**config.mk**
```make
export PLATFORM = sky130hd
export DESIGN_NAME = noise_stim_ctrl
export DESIGN_NICKNAME = d
export VERILOG_FILES = /design/src/rtl/noise_stim_ctrl.sv
export SDC_FILE = /design/constraint.sdc
export NUM_CORES = 1
export LEC_CHECK = 0
export ABC_AREA = 1
export ABC_CLOCK_PERIOD_IN_PS = 3000
export BUFFER_PORTS_ARGS = -buffer_cell sky130_fd_sc_hd__buf_2
export CAP_MARGIN = 20
export CORE_MARGIN = 5
export CORE_UTILIZATION = 29
export DETAILED_ROUTE_END_ITERATION = 8
export GPL_ROUTABILITY_DRIVEN = 0
export GPL_TIMING_DRIVEN = 0
export SLEW_MARGIN = 20
export SYNTH_ARGS = -nofsm -noshare
export SYNTH_HDL_FRONTEND = slang
export SYNTH_SLANG_ARGS = --single-unit
export TNS_END_PERCENT = 30
```
**constraint.sdc**
```tcl
create_clock -name i_clk -period 3 [get_ports i_clk]
set_input_delay 0.6 -clock i_clk [delete_from_list [all_inputs] [get_ports i_clk]]
set_output_delay 0.6 -clock i_clk [all_outputs]
set_load 0.03 [all_outputs]
```
**src/rtl/noise_stim_ctrl.sv**
```systemverilog
// rtl/noise_stim_ctrl.sv - LFSR noise stimulus sequencer feeding the FIR input handshake
// Paces LFSR steps, sweeps amplitude levels in bursts and hands samples over valid/ready.
module noise_stim_ctrl #(
    parameter int LFSR_WIDTH = 24,
    parameter int DIV_W      = 16,
    parameter int CNT_W      = 12
) (
    input  logic                  i_clk,
    input  logic                  i_rst,
    input  logic                  i_start,
    input  logic                  i_abort,
    input  logic                  i_loop,
    input  logic [DIV_W-1:0]      i_div,
    input  logic [CNT_W-1:0]      i_burst_len,
    input  logic [1:0]            i_sel_start,
    input  logic [LFSR_WIDTH-1:0] i_noise,
    output logic                  o_lfsr_en,
    output logic [1:0]            o_lfsr_sel,
    output logic [LFSR_WIDTH-1:0] o_sample,
    output logic                  o_valid,
    input  logic                  i_ready,
    output logic                  o_busy,
    output logic                  o_done,
    output logic                  o_overrun
);

    typedef enum logic [1:0] {
        S_IDLE  = 2'd0,
        S_RUN   = 2'd1,
        S_DRAIN = 2'd2,
        S_DONE  = 2'd3
    } state_e;

    state_e                  state_q;
    logic [DIV_W-1:0]        div_q;
    logic [DIV_W-1:0]        div_cnt_q;
    logic [CNT_W-1:0]        burst_q;
    logic [CNT_W-1:0]        burst_cnt_q;
    logic [1:0]              sel_start_q;
    logic [1:0]              sel_q;
    logic                    loop_q;
    logic [LFSR_WIDTH-1:0]   sample_q;
    logic                    valid_q;
    logic                    overrun_q;
    logic                    busy_q;
    logic                    done_q;

    logic                    div_wrap;
    logic                    tick;
    logic                    slot_free;
    logic                    capture;
    logic                    drop;
    logic                    burst_end;
    logic [DIV_W-1:0]        div_cnt_d;
    logic [CNT_W-1:0]        burst_cnt_d;

    // Abort gates the tick so the LFSR never steps in the abort cycle.
    always_comb begin
        div_wrap    = (div_cnt_q == div_q);
        div_cnt_d   = div_cnt_q + DIV_W'(1);
        burst_cnt_d = burst_cnt_q + CNT_W'(1);
        tick        = (state_q == S_RUN) && div_wrap && !i_abort;
        slot_free   = !valid_q || i_ready;
        capture     = tick && slot_free;
        drop        = tick && !slot_free;
        burst_end   = (burst_cnt_d == burst_q);
    end

    always_ff @(posedge i_clk or posedge i_rst) begin
        if (i_rst) begin
            state_q     <= S_IDLE;
            div_q       <= '0;
            div_cnt_q   <= '0;
            burst_q     <= '0;
            burst_cnt_q <= '0;
            sel_start_q <= '0;
            sel_q       <= '0;
            loop_q      <= 1'b0;
            sample_q    <= '0;
            valid_q     <= 1'b0;
            overrun_q   <= 1'b0;
            busy_q      <= 1'b0;
            done_q      <= 1'b0;
        end else begin
            done_q <= 1'b0;
            if (i_abort) begin
                state_q <= S_IDLE;
                valid_q <= 1'b0;
                busy_q  <= 1'b0;
            end else begin
                case (state_q)
                    S_IDLE: begin
                        if (i_start) begin
                            state_q     <= S_RUN;
                            busy_q      <= 1'b1;
                            div_q       <= i_div;
                            // A zero burst length behaves as one sample per level.
                            burst_q     <= (i_burst_len == '0) ? CNT_W'(1) : i_burst_len;
                            sel_start_q <= i_sel_start;
                            loop_q      <= i_loop;
                            sel_q       <= i_sel_start;
                            div_cnt_q   <= '0;
                            burst_cnt_q <= '0;
                            overrun_q   <= 1'b0;
                        end
                    end
                    S_RUN: begin
                        div_cnt_q <= div_wrap ? '0 : div_cnt_d;
                        if (capture) begin
                            sample_q <= i_noise;
                            valid_q  <= 1'b1;
                            if (burst_end) begin
                                burst_cnt_q <= '0;
                                if (sel_q != 2'd3) begin
                                    sel_q <= sel_q + 2'd1;
                                end else if (loop_q) begin
                                    sel_q <= sel_start_q;
                                end else begin
                                    state_q <= S_DRAIN;
                                end
                            end else begin
                                burst_cnt_q <= burst_cnt_d;
                            end
                        end else if (i_ready) begin
                            valid_q <= 1'b0;
                        end
                        if (drop) begin
                            overrun_q <= 1'b1;
                        end
                    end
                    S_DRAIN: begin
                        if (i_ready) begin
                            valid_q <= 1'b0;
                        end
                        if (slot_free) begin
                            state_q <= S_DONE;
                            busy_q  <= 1'b0;
                            done_q  <= 1'b1;
                        end
                    end
                    S_DONE: begin
                        state_q <= S_IDLE;
                    end
                    default: begin
                        state_q <= S_IDLE;
                    end
                endcase
            end
        end
    end

    assign o_lfsr_en  = capture;
    assign o_lfsr_sel = sel_q;
    assign o_sample   = sample_q;
    assign o_valid    = valid_q;
    assign o_busy     = busy_q;
    assign o_done     = done_q;
    assign o_overrun  = overrun_q;

endmodule

```
==> reports/results.txt, run 1 <==
initial antenna violation count: 0
DIE AREA: 0.0188 mm²
Final min period: 2.72 ns
I/O pin cnt: 91
f_max: 368 MHz
Initial Utilization: 29.5%
slowest stage delay, CP: 0.40 ns
Worst R2R Setup Slack: 0.66 ns
CTS tree: yes
ranking of synthesized cells by area: dfrtp_1 49%, nand2_1 20%, inv_1 5.0%
Slew Viols, Final: 0
final instance area: 0.00573 mm²
Layout area overhead: 22.2%
EDFF count, synth: 0
crit path DAT: 2.12 ns
Global Route Usage Sum: 13.9%
Max Clock Skew: 0.0106 ns
Hold/Removal Path Class: in2async
Slew @ Worst Pin: 0.625 ns
CP cell instances: inv_1 > ha_2 > inv_1 > nor2_1 > nand4_4 > clkinv_2 > buf_2
count leader, synth: nand2_1
biggest area consumer among synthesized cells: dfrtp_1
Post-Syn Nets: 688
Post-synth top cells: 246 x nand2_1, 91 x dfrtp_1, 63 x inv_1
ys async rst share: 100%
vias: 4,183
total CTS buffers: 9
Die X: 137 µm
Chip Height: 137 µm
vias per cell: 4.44
CP Data Required Time: 2.40 ns
leakage: 2.97 nW
Syn Inst Count: 621
relative slew slack: 58.4%
Synth cell types: 34
M1 WL: 5.54 mm
Routed Antenna Nets: 0
status: complete, no violations
metal2 WL: 5.92 mm
worst skew pair latency: 0.35 ns
top layer in use: met4
HPWL after detailed placement: 9.19 mm
# nets final: 788
Post-Route WL: 12.2 mm
sequential-to-total area share from yosys stat: 48.6%
core box area: 0.0159 mm²
vias in the first global route: 4,240
Tcrit/Tclk final: 90.6%
pwr/cell area: 703 mW/mm²
Root Buffer: clkbuf_16
Crit Path Max Fanout: 17
buffers added on ports: 89
VDD IR max: 0.510 mV
Critical Path Sink Type: output pin
reg-to-reg endpoint: burst_cnt_q[2]$_DFFE_PP0P_
CP startpoint kind: flip-flop
Ant. Diodes: 0
placed instance area: 0.00543 mm²
H-Tree Depth: 3
Remaining Overflow, GRT: 0
Final Hold Viols: 0
first-pass GRT wire length: 20.4 mm
CP Class: reg2out
fill count: 1,731
DR WL/cell: 13.0 µm
TritonRoute pass-1 iters: 4
top cell type's share of synthesized area: 48.6%
utilization after layout: 36.1%
largest net degree at the start of global routing: 51
clock buffer depth: 2
cells on worst reg2reg path: 11
Mapped Area: 0.00469 mm²
flip-flop and latch count after synthesis: 91
Max stage delay cell, worst path: dfrtp_1
synth warn: 0
# clock sinks: 91
share of cells above drive strength 1: 18.2%
Met3 Wirelength: 601 µm
Max-cap violations: 0
initial drt markers: 330
total power: 4.03 mW
Final Setup Violations: 0
post-route DRC violation count: 0
RSZ-0062 raised after global routing: false
Most used DFF post-synth: dfrtp_1
CTS clk-pin slew, worst paths: 0.06 ns
Site Rows: 46
RR Startpoint: state_q[0]$_DFFE_PP0P_
crit-path most repeated cell: inv_1
Avg Cell Area, Syn: 7.55 µm²
[worst max-delay path: cells and delay by family (launching register included)]
| kind | cells | cell delay, ns |
|---|---|---|
| adders and majority gates | 1 | 0.27 |
| and+or+nand+nor | 2 | 0.41 |
| DFF | 1 | 0.40 |
| buffers and inverters | 4 | 0.70 |
[kinds of logic (layout without fill, tap and decap cells)]
family	after synthesis	in the layout	synth area share (%)
AOI/OAI and AO/OA	63	63	7.45
DFF	91	91	48.6
adders and majority gates	7	7	1.87
xor gates and xnor gates	13	13	2.43
buffers and inverters	82	187	6.78
and+or+nand+nor	365	365	32.9
[per-stage QoR]
stage / hold WS (ns) / setup WS, ns / instances / setup TNS [ns]
global route: 0.289 / 0.0590 / 942 / 0
floorplan: 0.443 / 0.0364 / 621 / 0
CTS: 0.269 / 0.0701 / 943 / 0
finish: 0.256 / 0.282 / 942 / 0
detailed placement: 0.460 / 0.359 / 927 / 0
global placement: 0.458 / -1.26 / 926 / -114.36
[flip-flops by register name, summed over array words and instances (netlist names)]
| signal | cells |
|---|---|
| o_valid | 1 |
| div_q | 16 |
| state_q | 2 |
| o_busy | 1 |
| sel_start_q | 2 |
| o_lfsr_sel | 2 |
| o_overrun | 1 |
| burst_cnt_q | 12 |
| loop_q | 1 |
| div_cnt_q | 16 |
| o_sample | 24 |
| burst_q | 12 |
| o_done | 1 |
[power by group]
| part | internal (mW) | switching [mW] | total [mW] |
|---|---|---|---|
| clock network | 0.668 | 0.485 | 1.15 |
| registers | 1.50 | 0.199 | 1.70 |
| logic | 0.407 | 0.762 | 1.17 |
| total | 2.58 | 1.45 | 4.03 |
[layer usage]
metal	vias up	global-route usage, %
met5	-	0
met1	1935	17.9
met4	0	3.44
met3	17	3.82
li1	2158	-
met2	73	23.0
[placed cells by master, fill, tap and decap left out, drive strengths merged, types with 2 or more instances in the layout]
cell / n
nand3b: 2
nand3: 35
xor2: 12
nor3: 11
clkinvlp: 2
inv: 68
o21a: 2
o21ai: 33
nand2: 251
a31oi: 4
dfrtp: 91
clkinv: 3
clkbuf: 19
o22ai: 10
a21oi: 11
buf: 94
nor2: 57
ha: 7
nand4: 4
nor4: 4
[timing repair]
action	CTS	global route
hold buffers	0	0
setup buffers	0	0
resized for setup	1	0
endpoints found under the setup margin	1	1
gates cloned	0	0
[cell type report]
class                      count  area, µm²  share of cell area (%)
buffer                        11       48.8                   0.852
clock buffer                  12        246                    4.30
clock inverter                 4       50.0                   0.874
inverter                      70        269                    4.70
multi-input combinational    448       2090                    36.5
sequential                    91       2280                    39.8
tap                          216        270                    4.72
timing repair buffer          90        473                    8.26
[how the worst max path moves through the flow]
stage | from | depth (start not counted) | endpoint
2_1_floorplan | i_rst | 1 | burst_cnt_q[0]$_DFFE_PP0P_
3_3_place_gp | i_rst | 2 | o_sample[4]$_DFFE_PP0P_
3_5_place_dp | state_q[1]$_DFFE_PP0P_ | 8 | o_lfsr_en
4_1_cts | state_q[1]$_DFFE_PP0P_ | 8 | o_lfsr_en
5_1_grt | state_q[1]$_DFFE_PP0P_ | 7 | o_lfsr_en
6_report | state_q[1]$_DFFE_PP0P_ | 7 | o_lfsr_en
No activity file was read; power rests on OpenSTA's default activity.
==> run 2: changes to the inputs <==
--- a/config.mk
+++ b/config.mk
@@ -5,8 +5,7 @@
 export SDC_FILE = /design/constraint.sdc
 export NUM_CORES = 1
 export LEC_CHECK = 0
-export ABC_AREA = 1
-export ABC_CLOCK_PERIOD_IN_PS = 3000
+export ABC_CLOCK_PERIOD_IN_PS = 2500
 export BUFFER_PORTS_ARGS = -buffer_cell sky130_fd_sc_hd__buf_2
 export CAP_MARGIN = 20
 export CORE_MARGIN = 5
@@ -18,4 +17,3 @@
 export SYNTH_ARGS = -nofsm -noshare
 export SYNTH_HDL_FRONTEND = slang
 export SYNTH_SLANG_ARGS = --single-unit
-export TNS_END_PERCENT = 30
==> constraint.sdc (replaced) <==
create_clock -name i_clk -period 2.5 [get_ports i_clk]
set_input_delay 0.5 -clock i_clk [delete_from_list [all_inputs] [get_ports i_clk]]
set_output_delay 0.5 -clock i_clk [all_outputs]
set_load 0.03 [all_outputs]
==> reports/results.txt, run 2 <==
Worst R2R Setup Slack: 0.15 ns
Final Setup Violations: 1
first-pass GRT wire length: 18.3 mm
Syn Inst Count: 408
Critical Path Sink Type: output pin
I/O pin cnt: 91
share of cells above drive strength 1: 40.7%
worst hold slack: 0.135 ns
Initial Utilization: 29.2%
synth warn: 0
worst skew pair latency: 0.35 ns
crit path DAT: 2.02 ns
CTS clk-pin slew, worst paths: 0.07 ns
Tcrit/Tclk final: 101%
number of flip-flops in the largest register: 24
hold-fix buffers at CTS: 0
top cell type's share of synthesized area: 49.6%
flip-flop and latch count after synthesis: 91
initial antenna violation count: 0
post-route setup slack: -0.0231 ns
buffers added on ports: 89
placed insts: 716
pwr/cell area: 826 mW/mm²
Die X: 136 µm
Layout area overhead: 28.0%
Hold/Removal Path Class: in2async
HPWL after detailed placement: 8.13 mm
Global Route Usage Sum: 12.4%
CP Data Required Time: 2.00 ns
Root Buffer: clkbuf_16
most frequent cells in the layout: 93 x buf_2, 86 x dfrtp_1, 51 x mux2_2
vias in the first global route: 3,609
Slew Viols, Final: 0
Post-synth top cells: 91 x dfrtp_1, 51 x mux2_2, 33 x nor2_1
Post-Syn Nets: 475
CTS tree: yes
failing checks: setup timing
Max-cap violations: 0
clock buffer depth: 2
vias per cell: 4.58
Slew @ Worst Pin: 0.637 ns
RR Startpoint: burst_cnt_q[2]$_DFFE_PP0P_
total power: 4.86 mW
Final Hold Viols: 0
TritonRoute pass-1 iters: 4
H-Tree Depth: 3
Crit Path Max Fanout: 5
biggest area consumer among synthesized cells: dfrtp_1
core box area: 0.0157 mm²
# nets final: 598
final std cells w/o fill: 752
Most used DFF post-synth: dfrtp_1
Avg Cell Area, Syn: 11.3 µm²
Site Rows: 46
DIE AREA: 0.0185 mm²
Ant. Diodes: 0
Final min period: 2.52 ns
leakage: 2.74 nW
Routed Antenna Nets: 0
fill count: 1,573
most common cell after layout, fill and taps aside: buf_2
initial drt markers: 174
largest net degree at the start of global routing: 35
status: finished with violations
Post-Route WL: 11.0 mm
post-route DRC violation count: 0
Max Clock Skew: 0.00841 ns
CP startpoint kind: flip-flop
VDD IR max: 0.456 mV
Chip Height: 136 µm
Remaining Overflow, GRT: 0
ranking of synthesized cells by area: dfrtp_1 50%, mux2_2 13%, xnor2_1 5.1%
relative slew slack: 57.3%
count leader, synth: dfrtp_1
total CTS buffers: 9
cells on worst reg2reg path: 9
DR WL/cell: 14.6 µm
f_max: 396 MHz
dpl ws: -0.410 ns
vias: 3,442
ys async rst share: 100%
EDFF count, synth: 0
sequential-to-total area share from yosys stat: 49.6%
RSZ-0062 raised after global routing: true
CP Class: reg2out
Synth cell types: 54
# clock sinks: 91
reg-to-reg endpoint: o_lfsr_sel[1]$_DFFE_PP0P_
Mapped Area: 0.00459 mm²
==> run 2: cell types whose count changed after synthesis, sizes merged, moves of 9 or more <==
cell | previous run | this run
nor2 | 57 | 34
o21ai | 33 | 16
nand3 | 35 | 10
o22ai | 10 | 1
mux2 | 0 | 57
xnor2 | 1 | 27
nand2 | 251 | 33
nand2b | 0 | 9
inv | 68 | 9
==> run 2: power breakdown <==
part / total, mW / switching [mW] / internal, mW
Clock: 1.29 / 0.610 / 0.681
Sequential: 2.08 / 0.269 / 1.81
Combinational: 1.49 / 0.738 / 0.749
==> run 2: final cells by class <==
class / count / area (µm²) / share of cell area [%]
multi-input cells: 292 / 2250 / 38.3
flip-flops and latches: 91 / 2280 / 38.8
plain buffers: 15 / 81.3 / 1.38
inverters: 9 / 37.5 / 0.639
repair buffers: 113 / 677 / 11.5
well taps: 216 / 270 / 4.60
clock inverters: 7 / 51.3 / 0.873
clock buffers: 9 / 225 / 3.83
==> run 2: routing by layer <==
layer | GRT usage (%) | wire length, µm | up-vias
li1 | - | - | 1685
met1 | 14.9 | 4750 | 1670
met2 | 21.4 | 5530 | 77
met3 | 4.33 | 575 | 10
met4 | 3.02 | 129 | 0
met5 | 0 | 0 | -
==> run 2: cells by family (layout without fill, tap and decap cells) <==
family	Yosys count	count (layout)	synth area share, %
multiplexers	60	60	14.6
AO/OA/AOI/OAI	56	56	8.39
AND/OR/NAND/NOR	126	126	14.9
buffers and inverters	25	153	2.42
XOR/XNOR	43	43	8.20
flip-flops	91	91	49.6
adder cells (fa/ha/maj)	7	7	1.91
==> run 2: how the worst max path moves through the flow <==
stage	startpoint	endpoint	slack, ns	cells after the start
3_5_place_dp	div_cnt_q[4]$_DFFE_PP0P_	o_lfsr_en	-0.41	7
5_1_grt	div_cnt_q[13]$_DFFE_PP0P_	o_lfsr_en	-0.1	7
2_1_floorplan	div_cnt_q[4]$_DFFE_PP0P_	o_lfsr_en	0.21	6
3_3_place_gp	div_cnt_q[0]$_DFFE_PP0P_	o_lfsr_en	-0.34	7
6_report	div_cnt_q[1]$_DFFE_PP0P_	o_lfsr_en	-0.02	7
4_1_cts	div_cnt_q[10]$_DFFE_PP0P_	o_lfsr_en	-0.09	7
==> run 2: repair_timing <==
action                                  CTS  global route
buffers inserted                         14             7
hold endpoints to repair                  0             0
endpoints found under the setup margin   38            17
gates resized for setup                  15             6
pin swaps                                 9             9
==> run 2: worst max-delay path, stage by stage (launching register included) <==
cell,delay [ns]
dfrtp_2,0.45
xnor2_1,0.17
nand4_1,0.16
nor4_4,0.38
nand2_2,0.13
nor2_4,0.14
buf_6,0.12
buf_6,0.12
==> run 2: stage by stage <==
stage | TNS (ns) | cell area [µm²] | util, %
6_report | -0.0231 | 5880 | 37.4
5_1_grt | -0.0975 | 5880 | 37.4
4_1_cts | -0.0874 | 5810 | 37.0
3_5_place_dp | -5.89 | 5380 | 34.2
3_3_place_gp | -2.58 | 5310 | 33.8
2_1_floorplan | 0 | 4600 | -
